File: src/rtl/doodler_ctrl.sv
// doodler_ctrl: doodler control FSM, advanced once per video frame.
//
// Decodes up to NUM_KEYS simultaneous USB keycodes into a facing direction, a
// latched shot direction and a one-frame fire strobe. A shot runs SHOOT_FRAMES
// frames, then COOLDOWN_FRAMES frames (skipped when 0), then returns to the
// RIGHT/LEFT state matching the current facing.
//
// Optional feature macro: DOODLER_CTRL_AUTOFIRE_EN
//   defined   : a held shoot key re-fires as soon as COOLDOWN ends
//   undefined : a shoot key must be released for a frame before the next shot
//
// Ports:
//   frame_clk  frame-rate clock
//   Reset      synchronous active-low reset
//   keycodes   packed keycode slots, slot i = keycodes[8i+7:8i], 8'h00 = empty
//   freeze     pause: all state holds, fire forced low
//   state      0=RIGHT 1=LEFT 2=SHOOT 3=COOLDOWN
//   facing     0=right 1=left
//   shoot_dir  0=up 1=left 2=right, valid in SHOOT
//   fire       one-frame strobe in the first SHOOT frame
//   busy       high in SHOOT or COOLDOWN
module doodler_ctrl #(
  parameter int unsigned NUM_KEYS        = 2,
  parameter logic [7:0]  KEY_LEFT        = 8'h04,
  parameter logic [7:0]  KEY_RIGHT       = 8'h07,
  parameter logic [7:0]  KEY_SHOOT_UP    = 8'd82,
  parameter logic [7:0]  KEY_SHOOT_LEFT  = 8'd80,
  parameter logic [7:0]  KEY_SHOOT_RIGHT = 8'd79,
  parameter int unsigned SHOOT_FRAMES    = 20,
  parameter int unsigned COOLDOWN_FRAMES = 8,
  parameter int unsigned CNT_W           = 6
) (
  input  logic                  frame_clk,
  input  logic                  Reset,
  input  logic [NUM_KEYS*8-1:0] keycodes,
  input  logic                  freeze,
  output logic [1:0]            state,
  output logic                  facing,
  output logic [1:0]            shoot_dir,
  output logic                  fire,
  output logic                  busy
);

  typedef enum logic [1:0] {
    StRight    = 2'd0,
    StLeft     = 2'd1,
    StShoot    = 2'd2,
    StCooldown = 2'd3
  } state_e;

  localparam logic [CNT_W-1:0] ShootLast    = CNT_W'(SHOOT_FRAMES - 1);
  // Only compared when COOLDOWN_FRAMES != 0, so the wrap at 0 is harmless.
  localparam logic [CNT_W-1:0] CooldownLast = CNT_W'(COOLDOWN_FRAMES - 1);
  localparam bit               CooldownEn   = (COOLDOWN_FRAMES != 0);

  state_e           state_q, state_d;
  logic [CNT_W-1:0] cnt_q, cnt_d;
  logic             facing_q, facing_d;
  logic [1:0]       dir_q, dir_d;
  logic             fire_q, fire_d;
  logic             armed_q, armed_d;

  // Key decode over all slots.
  logic key_l, key_r, key_u, key_sl, key_sr, shoot_req;
  always_comb begin
    key_l  = 1'b0;
    key_r  = 1'b0;
    key_u  = 1'b0;
    key_sl = 1'b0;
    key_sr = 1'b0;
    for (int i = 0; i < int'(NUM_KEYS); i++) begin
      if (keycodes[8*i +: 8] == KEY_LEFT)        key_l  = 1'b1;
      if (keycodes[8*i +: 8] == KEY_RIGHT)       key_r  = 1'b1;
      if (keycodes[8*i +: 8] == KEY_SHOOT_UP)    key_u  = 1'b1;
      if (keycodes[8*i +: 8] == KEY_SHOOT_LEFT)  key_sl = 1'b1;
      if (keycodes[8*i +: 8] == KEY_SHOOT_RIGHT) key_sr = 1'b1;
    end
    shoot_req = key_u | key_sl | key_sr;
  end

  logic go_shoot;
  always_comb begin
    state_d  = state_q;
    cnt_d    = cnt_q;
    facing_d = facing_q;
    dir_d    = dir_q;
    armed_d  = armed_q;
    fire_d   = 1'b0;
    go_shoot = 1'b0;

    if (!freeze) begin
`ifndef DOODLER_CTRL_AUTOFIRE_EN
      if (!shoot_req) armed_d = 1'b1;
`endif
      case (state_q)
        StRight, StLeft: begin
          if (shoot_req && armed_q) begin
            go_shoot = 1'b1;
          end else if (key_l && !key_r) begin
            state_d  = StLeft;
            facing_d = 1'b1;
          end else if (key_r && !key_l) begin
            state_d  = StRight;
            facing_d = 1'b0;
          end
        end
        StShoot: begin
          if (cnt_q == ShootLast) begin
            cnt_d = '0;
            if (CooldownEn) begin
              state_d = StCooldown;
            end else begin
              state_d = facing_q ? StLeft : StRight;
`ifdef DOODLER_CTRL_AUTOFIRE_EN
              armed_d  = 1'b1;
              go_shoot = shoot_req;
`endif
            end
          end else begin
            cnt_d = cnt_q + 1'b1;
          end
        end
        StCooldown: begin
          if (key_l && !key_r) facing_d = 1'b1;
          else if (key_r && !key_l) facing_d = 1'b0;
          if (cnt_q == CooldownLast) begin
            cnt_d   = '0;
            state_d = facing_d ? StLeft : StRight;
`ifdef DOODLER_CTRL_AUTOFIRE_EN
            // Re-fire on the exit frame itself so the period is exactly
            // SHOOT_FRAMES + COOLDOWN_FRAMES.
            armed_d  = 1'b1;
            go_shoot = shoot_req;
`endif
          end else begin
            cnt_d = cnt_q + 1'b1;
          end
        end
        default: begin
          state_d = StRight;
          cnt_d   = '0;
        end
      endcase

      if (go_shoot) begin
        state_d = StShoot;
        cnt_d   = '0;
        fire_d  = 1'b1;
        armed_d = 1'b0;
        // Priority up > left > right.
        dir_d   = key_u ? 2'd0 : (key_sl ? 2'd1 : 2'd2);
      end
    end
  end

  always_ff @(posedge frame_clk) begin
    if (!Reset) begin
      state_q  <= StRight;
      cnt_q    <= '0;
      facing_q <= 1'b0;
      dir_q    <= 2'd0;
      fire_q   <= 1'b0;
      armed_q  <= 1'b1;
    end else begin
      state_q  <= state_d;
      cnt_q    <= cnt_d;
      facing_q <= facing_d;
      dir_q    <= dir_d;
      fire_q   <= fire_d;
      armed_q  <= armed_d;
    end
  end

  assign state     = state_q;
  assign facing    = facing_q;
  assign shoot_dir = dir_q;
  assign fire      = fire_q;
  assign busy      = (state_q == StShoot) || (state_q == StCooldown);

endmodule
File: config.mk
export PLATFORM = sky130hd
export DESIGN_NAME = doodler_ctrl
export DESIGN_NICKNAME = d
export VERILOG_FILES = /design/src/rtl/doodler_ctrl.sv
export SDC_FILE = /design/constraint.sdc
export NUM_CORES = 1
export LEC_CHECK = 0
export ABC_AREA = 1
export CORE_ASPECT_RATIO = 1.75
export CORE_UTILIZATION = 30
export DETAILED_ROUTE_END_ITERATION = 7
export SETUP_SLACK_MARGIN = 0.5
export SLEW_MARGIN = 30
export SYNTH_ARGS = -nofsm -noshare
export SYNTH_HDL_FRONTEND = slang
export SYNTH_SLANG_ARGS = --single-unit
File: constraint.sdc
create_clock -name frame_clk -period 3.28 [get_ports frame_clk]
set_input_delay 0.492 -clock frame_clk [delete_from_list [all_inputs] [get_ports frame_clk]]
set_output_delay 0.492 -clock frame_clk [all_outputs]
set_load 0.005 [all_outputs]
# --- Word-level counts from Yosys, hierarchy flattened ---
# Index checks and enable logic that the tools add are counted.
word_totals:
  regBits: 13
  input_bits: 19
  output_inout_bits: 7
  word_cells: 84
op_classes:
  n_addsub: 1
  n_eq_ne: 21
  mux: 36
  n_bitwise: 4
  n_reduce_logical: 16
ops:
  columns: ["cell", "n"]
  rows:
  - ["$eq A8 B7 Y1 const B", 6]
  - ["$eq A8 B3 Y1 const B", 4]
  - ["$mux W1", 22]
  - ["$mux W6", 3]
  - ["$mux W2", 8]
  - ["$pmux W6 S2", 1]
  - ["$ne A3 B3 Y1 const B", 3]
  - ["$add A6 B1 Y6 const B", 1]
  - ["$eq A6 B3 Y1 const B", 1]
  - ["$eq A6 B5 Y1 const B", 1]
  - ["$pmux W2 S3", 1]
  - ["$reduce_and A2 Y1", 3]
  - ["$reduce_and A5 Y1", 1]
  - ["$eq A2 B2 Y1 const B", 2]
  - ["$ne A4 B4 Y1 const B", 1]
  - ["$reduce_or A2 Y1", 2]
  - ["$logic_and A1 B1 Y1", 3]
  - ["$reduce_and A3 Y1", 1]
  - ["$reduce_bool A3 Y1", 1]
  - ["$eq A2 B1 Y1 const B", 1]
  - ["$logic_not A1 Y1", 2]
  - ["$logic_not A2 Y1", 1]
  - ["$ne A2 B1 Y1 const B", 1]
  - ["$ne A2 B2 Y1 const B", 1]
  - ["5 further kinds", 7]

# --- Longest topological paths before layout ---
# Gate-level depths: netlist of run 1.
depth:
  depth_word: 13
  ltp_mapped: 13
  ltp_nobuf: 13

# --- Worst setup path before layout of run 1 ---
# OpenSTA, ideal clock, no wires.
synth_timing:
  path_type: "input port to flip-flop"
  start: "input keycodes[5]"
  end: "register state_q[0], in the netlist state[0]"
  setup_time_ps: 113
  arrival_time_ps: 1680
  required_time_ps: 3167
  slack_ps: 1488
  stages: 10
  n_path_buf: 0
  path_cell_list: "nor2_1 > nand2_1 > nor4_1 > a32oi_1 > ha_1 > or2_2 > nand3_1 > inv_1 > nor2_1 > nor2_1"
synth_via:
  elab_chain_cells: 13
  word_cells_on_any_way: 40
  cone_classes: "eq/ne (9); mux (23); bitwise (2); reduce/logical (6)"
synth_lines:
  columns: ["element", "line_no", "rtl"]
  rows:
  - ["from (decl)", "35", "input logic [NUM_KEYS*8-1:0] keycodes,"]
  - ["$eq A8 B3 Y1", "72", "if (keycodes[8*i +: 8] == KEY_LEFT) key_l = 1'b1;"]
  - ["$mux W1 (2 in a row)", "72", null]
  - ["$logic_not A1 Y1", "102, 125", null]
  - ["$logic_and A1 B1 Y1", "102, 125", null]
  - ["$mux W1", "125", "else if (key_r && !key_l) facing_d = 1'b0;"]
  - ["$mux W1", "124", "if (key_l && !key_r) facing_d = 1'b1;"]
  - ["$mux W1", "95", "case (state_q)"]
  - ["$mux W1", "91", "if (!freeze) begin"]
  - ["$mux W1", "128", "state_d = facing_d ? StLeft : StRight;"]
  - ["$mux W2", "126", "if (cnt_q == CooldownLast) begin"]
  - ["$pmux W2 S3", "95", null]
  - ["$mux W2", "145", "if (go_shoot) begin"]
  - ["to (signal assigned)", "158", "state_q <= StRight;"]
  - ["to (signal assigned)", "165", "state_q <= state_d;"]
  - ["to (decl)", "56", "state_e state_q, state_d;"]
# Several ways; a longest one is shown, not always the timed one. The select of a mux whose other input is x is not followed.
# A chain may end at the register's enable or synchronous reset.

# --- Worst setup path after layout of run 1 ---
layout_timing:
  start: "input keycodes[2]"
  end: "register state_q[0], in the netlist state[0]"
# Same word-level chain as after synthesis.

==> metrics, run 1 <==
Sequential Power Share=0.427; P_sw=around 0.1 mW; H-tree levels=1; drt total wl=2.48 mm; Routed Antenna Nets=0; WS Path Type=primary input to flip-flop; worst hold start=shoot_dir[1]$_SDFFE_PN0P_; Synth Register Bits=13; Design Area, Final=between 0.001 and 0.0015 mm^2; Worst EP required=between 3000 and 4000 ps; RePlAce Congestion=roughly 0.76; post-CTS sizing=0; Final Max Slew Viols=0; DIE HEIGHT=78.7 um; post-DR wirelength/cell=approximately 10 um; fin nets=approximately 220; number of enable flip-flop cells after synthesis=0; Switching Fraction=0.262; sequential share of the synthesized area=0.258; Clock Skews=9.85 ps; GRT Resource Usage Total=0.152; DIE AREA=around 0.0036 mm^2; Layout area overhead=33.5%; Worst-Margin Slew=386 ps; fmax=roughly 470 MHz; IO buf count=25; initial core utilization=0.318; final period utilization=0.652; Congestion Overflow GR=0; status=finished clean; Clock Latency Late Sink=around 250 ps; share of post-route cells with drive strength above 1=0.0750; Setup Slack @ Placement=about 900 ps; HPWL after DPL=roughly 2.0 mm; CTS tree=built; ant diodes=0; drt first pass iters=4; slowest stage delay, CP=490 ps; cells after synthesis=between 150 and 200; Max-Cap Viols=0; DR iter-0 viols=13; Remaining DRCs=0; largest net degree at the start of global routing=11; final setup vio count=0; core area=~0.0032 mm^2; fraction of registers with async set or reset after synthesis=0; Tmin final=2140 ps; first-pass GRT wire length=roughly 4.0 mm; Yosys top cell by area=dfxtp_1; Die Wd=approximately 46 um; Synth top area share=0.258; Pint=about 0.28 mW; Post-CTS Setup Bufs=0; synthesized area=0.00101 mm^2; clk sink count=13; crit-path max FO=3; unrepaired setup endpoints after global routing=false; worst-path cell chain=clkdlybuf4s50_1 -> inv_1 -> nor4_1 -> a32oi_1 -> ha_1 -> or2_2 -> nand3_1 -> inv_1 -> nor2_1 -> nor2_1; CP arrival=around 2300 ps; WHS Path Cells=2; number of placement rows=27; final worst slack=roughly 1100 ps; vias per cell=around 4.6; clk slew on worst S/H paths=about 60 ps; CTS Buf Count=3; Hold Path End=shoot_dir[1]$_SDFFE_PN0P_; number of I/O pins=26; leakage power=0.648 nW; Post-synth top cells=41 x nand2_1, 36 x nor2_1, 26 x inv_1; initial antenna violation count=0; CTS Buffer Depth=2; Layout Utilization=0.424; Hold/Removal Path Class=flip-flop to flip-flop; placed cell areas=around 0.0013 mm^2; r2r setup slk=1640 ps; FF-to-FF End=cnt_q[3]$_SDFFE_PN0P_; Vias=roughly 1100; Worst VDD drop=0.000253 V; average cell area after synthesis=about 5.8 um^2; Final Hold Violating Endpoints=0; number of global-route vias before repair=1059; Clock power frac=0.384; pwr dens=roughly 290 mW/mm^2; Post-synth top flop=dfxtp_1; power share of the combinational group=0.190; crit start category=primary input; Critical-path top delay cell=clkdlybuf4s50_1; top post-synthesis cells by area=dfxtp_1 26%, nand2_1 15%, nor2_1 13%; Design Power=roughly 0.39 mW; most frequent cell after synthesis=nand2_1; worst relative slew slack=0.740; post-synth cell types=26; synth warn=0; Hold-fix buffers, CTS=0; setup TNS=0 ps; worst reg2reg path depth=9; Post-Syn Nets=between 150 and 200; startpoint of the worst register-to-register path=cnt_q[0]$_SDFFE_PN0P_; critical path capture point type=flip-flop; CTS root buf=clkbuf_8
[per-stage QoR]
step                      hold slack [ps]  std cells
final                                 470        243
after global routing                  512        243
after detailed placement              467        239
after global placement                462        239
after CTS                             472        243
after floorplan                       456        173
[area by class of cell]
class | instances | area (um^2)
Fill cell | 364 | 1830
Multi-Input combinational cell | 129 | 629
Sequential cell | 13 | 260
Timing Repair Buffer | 25 | 250
Inverter | 29 | 109
Tap cell | 43 | 53.8
Clock buffer | 4 | 45.0
[layout by cell type (no fill, tap or decap), drive strengths merged]
cell	netlist	layout
nand2	45	45
nor2	39	39
inv	27	27
clkdlybuf4s50	0	25
dfxtp	13	13
nand3	13	13
a21oi	9	9
o21ai	4	4
nand4	4	4
nor3	4	4
clkbuf	1	4
ha	3	3
nor4	2	2
a32oi	2	2
clkinv	2	2
or2	2	2
nand3b	1	1
a211oi	1	1
[worst max-delay path, delay by kind of cell]
family | cells | cell delay (ps)
buffers and inverters | 3 | 580
adder cells (fa/ha/maj) | 1 | 220
AND/OR/NAND/NOR | 5 | 860
AO/OA/AOI/OAI | 1 | 130
[state kept, by name, indices dropped and copies added, names as in the netlist]
name and cells:
armed_q 1, cnt_q 6, state 2, fire 1, facing 1, shoot_dir 2
[power groups by stage]
stage	clock network, mW	logic (mW)	registers (mW)
after floorplan	0	0.0361	0.166
after global placement	0	0.0738	0.168
after detailed placement	0	0.0735	0.168
after CTS	0.152	0.0739	0.164
after global routing	0.159	0.0820	0.165
final	0.148	0.0730	0.164
[cells by family (layout without fill, tap and decap cells)]
family	Yosys count	in the layout	synth area share
adders and majority gates	3	3	0.0372
and+or+nand+nor	110	110	0.497
buffers and inverters	31	58	0.119
DFF	13	13	0.258
AOI/OAI and AO/OA	16	16	0.0892
[routing by layer]
layer | share of wire | global-route usage
met5 | 0 | 0
met2 | 0.56 | 0.301
met1 | 0.38 | 0.132
met4 | 0.027 | 0.0882
met3 | 0.029 | 0.0136
[worst max path at each step]
stage                      startpoint  cells past startpoint                     to  slack, ps
final                     keycodes[2]                     10  state[0]$_SDFFE_PN0P_       1140
after global routing      keycodes[2]                     13  state[0]$_SDFFE_PN0P_        900
after CTS                 keycodes[5]                     11  state[0]$_SDFFE_PN0P_       1140
after detailed placement  keycodes[5]                     11  state[0]$_SDFFE_PN0P_        880
after global placement    keycodes[2]                     10  state[0]$_SDFFE_PN0P_        890
after floorplan           keycodes[5]                     10  state[0]$_SDFFE_PN0P_       1490
(Power assumes the default switching activity.)
==> inputs of run 2 (changes only) <==
clock period = 1.8 ns   (was 3.28 ns; I/O delays follow)
==> run 2 against run 1 <==
Compared with the run above:
- clock power increased by 76%
- cell count increased by 9.9%
- die area unchanged
- first-iteration DRC count increased by 120%
- setup slack got worse by 820 ps
- largest cell class unchanged
==> metrics, run 2 (synthesis gave the netlist of run 1 again) <==
status=finished clean; Hold/Removal Path Class=flip-flop to flip-flop; Biggest register=cnt_q; DR iter-0 viols=29; Die Wd=approximately 46 um; number of global-route vias before repair=approximately 1200; initial antenna violation count=0; GRT Resource Usage Total=0.173; Congestion Overflow GR=0; drt first pass iters=4; Worst VDD drop=around 0.00047 V; post-DR wirelength/cell=approximately 12 um; clk slew on worst S/H paths=50 ps; max reg flops=6; fin nets=roughly 250; CTS tree=built; Critical-path top delay cell=or2_2; pwr dens=roughly 430 mW/mm^2; number of placement rows=27; share of post-route cells with drive strength above 1=0.464; Layout area overhead=70.4%; final period utilization=0.819; first-pass GRT wire length=4.77 mm; CTS root buf=clkbuf_8; CP arrival=between 1500 and 2000 ps; drt total wl=~3.2 mm; unrepaired setup endpoints after global routing=true; vias per cell=roughly 4.8; DIE HEIGHT=between 70 and 80 um; leakage power=0.846 nW; Design Area, Final=between 0.0015 and 0.002 mm^2; DIE AREA=0.00361 mm^2; IO buf count=25; Clock Latency Late Sink=about 240 ps; number of I/O pins=26; H-tree levels=1; placed cell areas=about 0.0014 mm^2; HPWL after DPL=2.23 mm; Final Max Slew Viols=0; initial core utilization=0.318; Tmin final=1470 ps; worst relative slew slack=0.805; clk sink count=13; WS Path Type=primary input to flip-flop; most common cell after layout, fill and taps aside=nand2_1; Design Power=around 0.74 mW; crit-path max FO=2; Fill cells=between 300 and 400; critical path capture point type=flip-flop; core area=approximately 0.0032 mm^2; CTS Buffer Depth=2; Routed Antenna Nets=0; final setup vio count=0; ant diodes=0; Worst EP required=a little under 2000 ps; RePlAce Congestion=0.852; Final Hold Violating Endpoints=0; most frequent cells in the layout=34 x nand2_1, 21 x buf_4, 19 x inv_1; worst-path cell chain=buf_2 -> inv_2 -> nand2_2 -> nor4_4 -> buf_4 -> a32oi_2 -> inv_1 -> ha_2 -> or2_2 -> nand3_1 -> inv_1 -> nor2_1 -> nor2_1; fmax=679 MHz; Vias=~1300; crit start category=primary input; Hold-fix buffers, CTS=0; Worst-Margin Slew=between 200 and 300 ps; Max-Cap Viols=0; Layout Utilization=0.542; largest net degree at the start of global routing=10; Clock Skews=between 5 and 6 ps; slowest stage delay, CP=~270 ps; CTS Buf Count=3; Remaining DRCs=0
run 2: cell types whose count changed in the layout (fill, tap and decap cells not counted), sizes merged:
cell / change
buf: +40
clkinv: -2
inv: +1
dlymetal6s2s: +1
clkdlybuf4s50: -22
dlygate4sd2: +5
clkinvlp: +1
run 2: report_power, final:
part	internal [mW]	switching (mW)	total, mW
sequential	0.291	0.00629	0.298
clock	0.156	0.104	0.260
combinational	0.0831	0.0969	0.180
run 2: area by class of cell:
class / instances / area (um^2) / area share
Multi-Input combinational cell: 129 / 845 / 0.491
Timing Repair Buffer: 49 / 393 / 0.228
Sequential cell: 13 / 269 / 0.156
Inverter: 29 / 115 / 0.0669
Tap cell: 43 / 53.8 / 0.0313
Clock buffer: 4 / 45.0 / 0.0262
run 2: repair_timing:
item | 4_1_cts | 5_1_grt
gates resized for setup | 96 | 42
pin swaps | 27 | 33
buffers inserted | 8 | 7
setup endpoints to repair | 20 | 15
run 2: worst paths after layout:
path | startpoint | endpoint | slack, ps | cells after the start
worst max-delay path | keycodes[6] | state[0]$_SDFFE_PN0P_ | 330 | 13
worst min-delay path | shoot_dir[1]$_SDFFE_PN0P_ | shoot_dir[1]$_SDFFE_PN0P_ | 460 | 2
worst max register to register | cnt_q[0]$_SDFFE_PN0P_ | cnt_q[3]$_SDFFE_PN0P_ | 390 | 9
worst min register to register | shoot_dir[1]$_SDFFE_PN0P_ | shoot_dir[1]$_SDFFE_PN0P_ | 460 | 2
run 2: metrics by stage:
stage	hold slack (ps)	setup TNS, ps	setup slack, ps	instances
final	460	0	326	267
after global routing	490	0	212	267
after CTS	465	0	234	260
after detailed placement	459	-2290	-307	248
after global placement	460	-2150	-302	248
after floorplan	382	0	336	173
run 2: worst max-delay path, delay by kind of cell:
family                     cells  cell delay, ps
AOI/OAI and AO/OA              1             180
buffers and inverters          5             370
and+or+nand+nor                6             580
adders and majority gates      1             200
run 2: layer usage:
| metal | track usage | wire length, um | share of wire |
|---|---|---|---|
| met1 | 0.158 | 1040 | 0.33 |
| met2 | 0.341 | 1910 | 0.60 |
| met3 | 0.0136 | 128 | 0.040 |
| met4 | 0.0912 | 85 | 0.027 |
| met5 | 0 | 0 | 0 |
